<file path="src/rtl/bru_pkg.sv">
// Shared types and default sizing for the branch resolve unit.
package bru_pkg;

  localparam int BRU_DEPTH = 4;
  localparam int BRU_PC_W  = 32;

  typedef enum logic {
    RUN   = 1'b0,
    FLUSH = 1'b1
  } bru_state_t;

  typedef struct packed {
    logic [BRU_PC_W-1:0] pc;
    logic                pred;
  } bru_entry_t;

endpackage

</file>
<file path="src/rtl/bru_pred_fifo.sv">
// In-order prediction queue: storage, wrapping pointers, occupancy count and synchronous clear.
module bru_pred_fifo #(
  parameter int DEPTH = 4,
  parameter int W     = 33
) (
  input  logic         CLK,
  input  logic         RESET,
  input  logic         clr,
  input  logic         push,
  input  logic         pop,
  input  logic [W-1:0] wdata,
  output logic [W-1:0] rdata,
  output logic         full,
  output logic         empty
);

  localparam int AW = $clog2(DEPTH);

  logic [W-1:0]  mem [DEPTH];
  logic [AW-1:0] rd_ptr;
  logic [AW-1:0] wr_ptr;
  logic [AW:0]   count;
  logic          do_push;
  logic          do_pop;

  assign full  = (count == (AW+1)'(DEPTH));
  assign empty = (count == '0);
  assign rdata = mem[rd_ptr];

  // a pop in the same cycle frees the slot, so a full queue still accepts the push
  assign do_pop  = pop && !empty;
  assign do_push = push && (!full || do_pop);

  always_ff @(posedge CLK or posedge RESET) begin
    if (RESET) begin
      rd_ptr <= '0;
      wr_ptr <= '0;
      count  <= '0;
    end else if (clr) begin
      rd_ptr <= '0;
      wr_ptr <= '0;
      count  <= '0;
    end else begin
      if (do_push) wr_ptr <= wr_ptr + 1'b1;
      if (do_pop)  rd_ptr <= rd_ptr + 1'b1;
      if (do_push && !do_pop)      count <= count + 1'b1;
      else if (do_pop && !do_push) count <= count - 1'b1;
    end
  end

  always_ff @(posedge CLK) begin
    if (do_push && !clr) mem[wr_ptr] <= wdata;
  end

endmodule

</file>
<file path="src/rtl/branch_resolve_unit.sv">
// Resolves queued IF predictions against ID outcomes, drives predictor updates and fetch redirects.
// Optional BRU_STATS_EN adds saturating branch/mispredict counters.
//
// state | meaning
// RUN   | normal push/pop/compare
// FLUSH | one cycle after a mispredict: queue cleared, IF/ID ignored
module branch_resolve_unit
  import bru_pkg::*;
#(
  parameter int DEPTH = BRU_DEPTH,
  parameter int PC_W  = BRU_PC_W
) (
  input  logic            CLK,
  input  logic            RESET,
  input  logic            IF_Valid,
  input  logic [PC_W-1:0] IF_PC,
  input  logic            IF_Pred,
  input  logic            ID_Valid,
  input  logic [PC_W-1:0] ID_PC,
  input  logic            Is_Branch,
  input  logic            Is_Taken,
  input  logic [PC_W-1:0] Branch_Target,
  output logic            Upd_Valid,
  output logic [PC_W-1:0] Upd_PC,
  output logic            Upd_Taken,
  output logic            Mispredict,
  output logic [PC_W-1:0] Redirect_PC,
  output logic            Q_Full,
  output logic            Desync
`ifdef BRU_STATS_EN
  ,
  output logic [31:0]     Branch_Cnt,
  output logic [31:0]     Mispred_Cnt
`endif
);

  bru_state_t      state, state_nxt;
  logic [PC_W:0]   head;
  logic [PC_W-1:0] head_pc;
  logic            head_pred;
  logic            q_empty;
  logic            run;
  logic            pop_ok;
  logic [PC_W-1:0] pc_plus4;

  logic            upd_valid_nxt;
  logic [PC_W-1:0] upd_pc_nxt;
  logic            upd_taken_nxt;
  logic            mispred_nxt;
  logic [PC_W-1:0] redirect_nxt;
  logic            desync_hit;

  assign run       = (state == RUN);
  assign pop_ok    = run && ID_Valid && !q_empty;
  assign head_pc   = head[PC_W:1];
  assign head_pred = head[0];
  assign pc_plus4  = ID_PC + PC_W'(4);

  bru_pred_fifo #(
    .DEPTH (DEPTH),
    .W     (PC_W + 1)
  ) u_fifo (
    .CLK   (CLK),
    .RESET (RESET),
    .clr   (state == FLUSH),
    .push  (run && IF_Valid),
    .pop   (run && ID_Valid),
    .wdata ({IF_PC, IF_Pred}),
    .rdata (head),
    .full  (Q_Full),
    .empty (q_empty)
  );

  always_ff @(posedge CLK or posedge RESET) begin
    if (RESET) state <= RUN;
    else       state <= state_nxt;
  end

  always_comb begin
    state_nxt     = state;
    upd_valid_nxt = 1'b0;
    upd_pc_nxt    = '0;
    upd_taken_nxt = 1'b0;
    mispred_nxt   = 1'b0;
    redirect_nxt  = '0;
    desync_hit    = 1'b0;
    case (state)
      RUN: begin
        if (pop_ok) begin
          if (head_pc != ID_PC) begin
            // queue lost track of the instruction stream: refetch after it
            desync_hit    = 1'b1;
            mispred_nxt   = 1'b1;
            redirect_nxt  = pc_plus4;
            upd_valid_nxt = Is_Branch;
          end else if (Is_Branch) begin
            upd_valid_nxt = 1'b1;
            mispred_nxt   = (head_pred != Is_Taken);
            redirect_nxt  = Is_Taken ? Branch_Target : pc_plus4;
          end else begin
            mispred_nxt   = head_pred;
            redirect_nxt  = pc_plus4;
          end
          if (upd_valid_nxt) begin
            upd_pc_nxt    = ID_PC;
            upd_taken_nxt = Is_Taken;
          end
          if (!mispred_nxt) redirect_nxt = '0;
          if (mispred_nxt)  state_nxt    = FLUSH;
        end
      end
      FLUSH:   state_nxt = RUN;
      default: state_nxt = RUN;
    endcase
  end

  always_ff @(posedge CLK or posedge RESET) begin
    if (RESET) begin
      Upd_Valid   <= 1'b0;
      Upd_PC      <= '0;
      Upd_Taken   <= 1'b0;
      Mispredict  <= 1'b0;
      Redirect_PC <= '0;
      Desync      <= 1'b0;
    end else begin
      Upd_Valid   <= upd_valid_nxt;
      Upd_PC      <= upd_pc_nxt;
      Upd_Taken   <= upd_taken_nxt;
      Mispredict  <= mispred_nxt;
      Redirect_PC <= redirect_nxt;
      Desync      <= Desync | desync_hit;
    end
  end

`ifdef BRU_STATS_EN
  // counters step on the same edge that raises the matching strobe
  always_ff @(posedge CLK or posedge RESET) begin
    if (RESET) begin
      Branch_Cnt  <= '0;
      Mispred_Cnt <= '0;
    end else begin
      if (upd_valid_nxt && (Branch_Cnt != '1)) Branch_Cnt  <= Branch_Cnt + 1'b1;
      if (mispred_nxt && (Mispred_Cnt != '1))  Mispred_Cnt <= Mispred_Cnt + 1'b1;
    end
  end
`endif

endmodule

</file>
<file path="config.mk">
export PLATFORM = sky130hd
export DESIGN_NAME = branch_resolve_unit
export DESIGN_NICKNAME = d
export VERILOG_FILES = /design/src/rtl/bru_pkg.sv /design/src/rtl/bru_pred_fifo.sv /design/src/rtl/branch_resolve_unit.sv
export SDC_FILE = /design/constraint.sdc
export NUM_CORES = 1
export LEC_CHECK = 0
export BUFFER_PORTS_ARGS = -buffer_cell sky130_fd_sc_hd__buf_4
export CORE_ASPECT_RATIO = 1.5
export CORE_MARGIN = 5
export CORE_UTILIZATION = 40
export DETAILED_ROUTE_END_ITERATION = 10
export GPL_ROUTABILITY_DRIVEN = 0
export SLEW_MARGIN = 10
export SYNTH_ARGS = -nofsm -noshare
export SYNTH_HDL_FRONTEND = slang
export SYNTH_SLANG_ARGS = --single-unit
</file>
<file path="constraint.sdc">
create_clock -name CLK -period 7.5 [get_ports CLK]
set_input_delay 0.75 -clock CLK [delete_from_list [all_inputs] [get_ports CLK]]
set_output_delay 0.75 -clock CLK [all_outputs]
set_load 0.01 [all_outputs]
</file>
== Yosys cells after proc, flatten, opt, wreduce, memory -nomap -nowiden ==
Memories as Yosys holds them, arrays and structs flattened.
Cells that the tools add are included.

* RAM bits: 132
* Memories kept: 1
* Bits of input ports: 103
* Register bits after elaboration: 76

{| class="wikitable"
|+ Memories
! memory !! depth !! width !! read ports !! clocked after memory_dff !! write ports !! RTL line !! source
|-
| u_fifo.mem || 4 || 33 || 1 || 0 || 1 || bru_pred_fifo.sv:19 || <nowiki>logic [W-1:0] mem [DEPTH];</nowiki>
|}

* Bitwise operators: 2
* $add $sub $neg: 5
* Equal/unequal tests: 3
* Multiplexer cells: 39
* Reductions and logical operators: 17

{| class="wikitable"
|+ Operator list
! cell !! count
|-
| two-way mux 32 bit || 9
|-
| adder 32 x 3 -> 32 bit (second input constant) || 1
|-
| inequality test 32 bit || 1
|-
| two-way mux 1 bit || 22
|-
| two-way mux 3 bit || 3
|-
| two-way mux 2 bit || 4
|-
| logical AND 1 bit || 7
|-
| zero test 1 bit || 5
|-
| adder 2 x 1 -> 2 bit (second input constant) || 2
|-
| nonzero test 2 bit || 2
|-
| adder 3 x 1 -> 3 bit (second input constant) || 1
|-
| equality test 3 bit (second input constant) || 1
|-
| zero test 3 bit || 1
|-
| nonzero test 3 bit || 1
|-
| subtractor 3 x 1 -> 3 bit (second input constant) || 1
|-
| one-hot mux 1 bit (2 select lines) || 1
|-
| logical OR 1 bit || 1
|-
| inequality test 1 bit || 1
|-
| inverter 1 bit || 1
|-
| bitwise OR 1 bit || 1
|}

== Depth between registers and ports, before layout ==
* Word-level depth: 10
* Gate-level depth with buffers: 9
* Depth with buffers taken out: 8

== By module ==
From an unflattened synthesis, not the netlist that was laid out.

* Cells, all modules: 528
* Area, all modules: 8,753.4 um2

{| class="wikitable"
|+ By module, submodules not included
! module !! area an instance (um2) !! cells each !! instances
|-
| bru_pred_fifo || 5,335.1 || 237 || 1
|-
| branch_resolve_unit || 3,418.3 || 291 || 1
|}

== Worst setup path after synthesis ==
OpenSTA, ideal clock, no wires.

* Path type: input-to-reg
* From: input port IF_Valid
* To: memory u_fifo.mem[0][0] (enable)
* Data arrival time: 2.053 ns
* Cell stages on the path: 3
* Slack: 5.054 ns
* Path buffers: 0
* Cells stage by stage: nand2b_1 > a21oi_1 > and2_1

* Word-level cells in the longest chain between the ends: 5

{| class="wikitable"
|+ Ends and longest elaborated chain
! what !! RTL line !! source
|-
| from (decl) || branch_resolve_unit.sv:15 || <nowiki>input logic IF_Valid,</nowiki>
|-
| logical AND 1 bit || branch_resolve_unit.sv:66 || <nowiki>.push (run && IF_Valid),</nowiki>
|-
| logical AND 1 bit || bru_pred_fifo.sv:32 || <nowiki>assign do_push = push && (!full || do_pop);</nowiki>
|-
| logical AND 1 bit || bru_pred_fifo.sv:52 || <nowiki>if (do_push && !clr) mem[wr_ptr] <= wdata;</nowiki>
|-
| two-way mux 1 bit || bru_pred_fifo.sv:52 ||
|-
| two-way mux 1 bit (not written as such) || bru_pred_fifo.sv:52 ||
|-
| to (decl) || bru_pred_fifo.sv:19 ||
|}

Every way passes these cells.

== Final worst setup path ==
* From: register u_fifo.rd_ptr[0]
* To: register Redirect_PC[4]

* Word-level cells in the longest chain between the ends: 9
* Elaborated cells on any way between the ends: 11
* Classes of those cells: 2 x eq/ne; 8 x mux; 1 x memory

{| class="wikitable"
|+ Ends and longest elaborated chain
! what !! RTL line !! source
|-
| from (decl) || bru_pred_fifo.sv:20 || <nowiki>logic [AW-1:0] rd_ptr;</nowiki>
|-
| from (signal assigned) || bru_pred_fifo.sv:45 || <nowiki>if (do_pop) rd_ptr <= rd_ptr + 1'b1;</nowiki>
|-
| memory (4 x 33 bit) (*) || n/a ||
|-
| branches (longest 5 deep; another with inequality test 32 bit) || n/a ||
|-
| two-way mux 32 bit (*) || branch_resolve_unit.sv:108 || <nowiki>if (!mispred_nxt) redirect_nxt = '0;</nowiki>
|-
| two-way mux 32 bit (*) || branch_resolve_unit.sv:89 || <nowiki>if (pop_ok) begin</nowiki>
|-
| two-way mux 32 bit (*) || branch_resolve_unit.sv:87 || <nowiki>case (state)</nowiki>
|-
| net redirect_nxt[4] || branch_resolve_unit.sv:50 || <nowiki>logic [PC_W-1:0] redirect_nxt;</nowiki>
|-
| to (signal assigned) || branch_resolve_unit.sv:130 || <nowiki>Redirect_PC <= redirect_nxt;</nowiki>
|-
| to (decl) || branch_resolve_unit.sv:27 || <nowiki>output logic [PC_W-1:0] Redirect_PC,</nowiki>
|}

Mark *: on every way through the listed nets, which the timed path passes. The select of a mux whose other input is x is not followed.
A chain may end at the register's enable or synchronous reset.

==> flow_summary.ini <==
[worst_setup_path]
crit_chain = buf_4 -> mux4_2 -> xnor2_1 -> nand4_1 -> nor4_2 -> a311o_2 -> o22ai_1
path_delay_family = compound AO/OA/AOI/OAI gates
rr_startpoint = u_fifo.rd_ptr[0]
crit_type = reg2reg
cp-startpoint = u_fifo.rd_ptr[0]
reg2regPathDepth = 7
crit_required_ns = 7.82
r2r_end = Redirect_PC[4]
regToRegSetupSlack_ns = 4.04
worstSetupEndpointType = flop
cp_max_fo = 35
critPathArrivalTime_ns = 3.78
cpPeakStageDelay_ns = 0.77
endpoint = Redirect_PC[4]
crit_buf_inv = 1
path_depth = 7
start_kind = flop
critPathSlowestCell = a311o_2

[logic_synthesis]
netlist_instances = 535
synth_top_family_by_area = multiplexers
synth_area_leader_cell = edfxtp_1
synth_top_area_share = 0.465
synth_nets = 644
yosys_register_bits = 207
ys.flop_type = edfxtp_1
ys_types = 34
syn-cell-area_um2 = 8520
synth-xor-area-share = 0.0668
synthAdderAreaFrac = 0.00969
ys_warn_count = 0
async_flop_share = 0.362
synth-simple-area-share = 0.0760
synth.most_common_cell = edfxtp_1
synth_compound_area_frac = 0.0386
synthTopCellsByArea = edfxtp_1 (46%), dfrtp_1 (22%), mux4_2 (8.7%), xnor2_1 (4.3%), and3_1 (2.9%)
ys_seq_area_frac = 0.685
avgSynthCellArea_um2 = 15.9
synth_common_cells = edfxtp_1 (132), dfrtp_1 (75), inv_1 (43), xnor2_1 (42), and3_1 (40)
synth_edf_count = 132
muxShareOfSynthArea = 0.0872

[detailed_routing]
first_pass_iters = 4
vias = 5020
vias_per_cell = 5.08
wl_per_cell_um = 20.4
wirelength_um = 20200
antenna_left = 0
drc = 0
drtIter0Drc = 419

[global_route]
grt_pass1_wl_um = 31200
first_global_vias = 5469
grt_start_max_net_pins = 76
track_usage = 0.164
gr-total-overflow = 0
antenna_found_initial = 0

[power_and_ir_drop]
power.switching_uw = 912
seq_power_share = 0.449
peakVddDrop_uv = 164
finalPower_uw = 3300
leakage_uw = 0.00441
power.internal_uw = 2380
comb_power_share = 0.265
p_sw_frac = 0.277
power_density_nw_per_um2 = 309
power.share.clock = 0.286

[die]
die_w_um = 129
dieArea_um2 = 24400
start_util = 0.406
io_pins = 172
core_um2 = 21000
die_h_um = 189
num_rows = 65

[clock_network]
cts_resized = 0
worstSkewPairLatency_ns = 0.49
cts_setup_buffers = 0
cts_tree = built
clockBufferDepth = 3
cts.htree.levels = 1
cts_hold_buf = 0
clk_pin_slew_ns = 0.06
cts-root-buf = clkbuf_16
cts_buffers = 20
cts_sinks = 207

[timing]
finalCritPeriodShare = 0.461
fmax_mhz = 289
drv_slew = 0
tightest_slew_ns = 1.09
clock_skew_ns = 0.0101
period_needed_ns = 3.46
rsz0062_at_grt = false
setup_viol = 0
final_hold_viol_count = 0
fin_ws_ns = 4.04
max-slew-margin-rel = 0.266
setup_tns_ns = 0

[placement]
place_ws_ns = 3.97
place_hpwl_um = 14100
io_buffers = 171

[outcome]
status = completed

[hold_path]
hold_path.class = in2reg

[run]
cap_violations = 0

[final_layout]
post-route-util = 0.509
layout-drive-gt1-share = 0.352
n_antenna_cell = 0
area_growth_syn_to_layout_pct = 25.2
nets = 816
## cell usage in the layout, fill, tap and decap left out, types with 4 or more instances in the layout
cell type / n
and2_1: 6
and3_1: 40
and4_1: 5
buf_4: 179
clkbuf_1: 5
clkbuf_16: 21
clkinv_1: 5
dfrtp_1: 74
edfxtp_1: 132
ha_1: 5
inv_1: 42
mux4_2: 33
nand2_1: 12
nand3_1: 9
nand4_1: 16
nor2_1: 11
nor3_1: 4
o22ai_1: 22
o22ai_2: 10
xnor2_1: 42
xor2_1: 23
## logic make-up (layout without fill, tap and decap cells)
group	after synthesis	after routing
mux	33	33
flops	207	207
xor+xnor	65	65
fa+ha+maj	6	6
simple gates	111	111
buf+inv	72	258
compound gates	41	41
## power groups by stage
stage / combinational [µW] / sequential (µW) / clock, µW
2_1_floorplan: 580 / 1510 / 0
3_3_place_gp: 877 / 1490 / 0
3_5_place_dp: 891 / 1500 / 0
4_1_cts: 893 / 1480 / 970
5_1_grt: 961 / 1500 / 1020
6_report: 874 / 1480 / 944
## flip-flops by register name (all words and copies together), names as in the netlist, 2 cells and up
name	flops
u_fifo.mem	132
Redirect_PC	32
Upd_PC	32
u_fifo.count	3
u_fifo.wr_ptr	2
u_fifo.rd_ptr	2
## worst min-delay path by stage
stage / startpoint / end / cells after the start
floorplan: Desync / Desync / 1
global placement: Desync / Desync / 1
detailed placement: Desync / Desync / 1
CTS: IF_PC[3] / u_fifo.mem[1][4] / 1
global route: IF_PC[21] / u_fifo.mem[0][22] / 1
finish: IF_PC[3] / u_fifo.mem[1][4] / 1
## worst reg2reg max path, cell delays in order (launching register included)
cell,delay [ns]
dfrtp_2,0.34
buf_4,0.53
mux4_2,0.64
xnor2_1,0.16
nand4_1,0.16
nor4_2,0.48
a311o_2,0.77
o22ai_1,0.21
## layer usage
layer / track usage / share of wire / vias to the layer above
met5: 0 / 0 / -
met2: 0.291 / 0.53 / 165
met4: 0.0449 / 0.013 / 0
met3: 0.0255 / 0.064 / 20
met1: 0.206 / 0.39 / 2515
li1: - / - / 2320
## per-stage QoR
stage,hold slack [ns],instances,area (µm²)
after floorplan,0.493,535,8520
after global placement,0.446,953,10100
after detailed placement,0.454,953,10100
after CTS,0.440,989,10700
after global routing,0.443,989,10700
final,0.462,989,10700
## area by class of cell
class	count	area (µm²)
Fill cell	1800	10300
Sequential cell	207	5840
Multi-Input combinational cell	256	2380
Timing Repair Buffer	179	1340
Clock buffer	26	544
Tap cell	268	335
Inverter	43	161
Clock inverter	10	68.8
(Power assumes the default switching activity.)
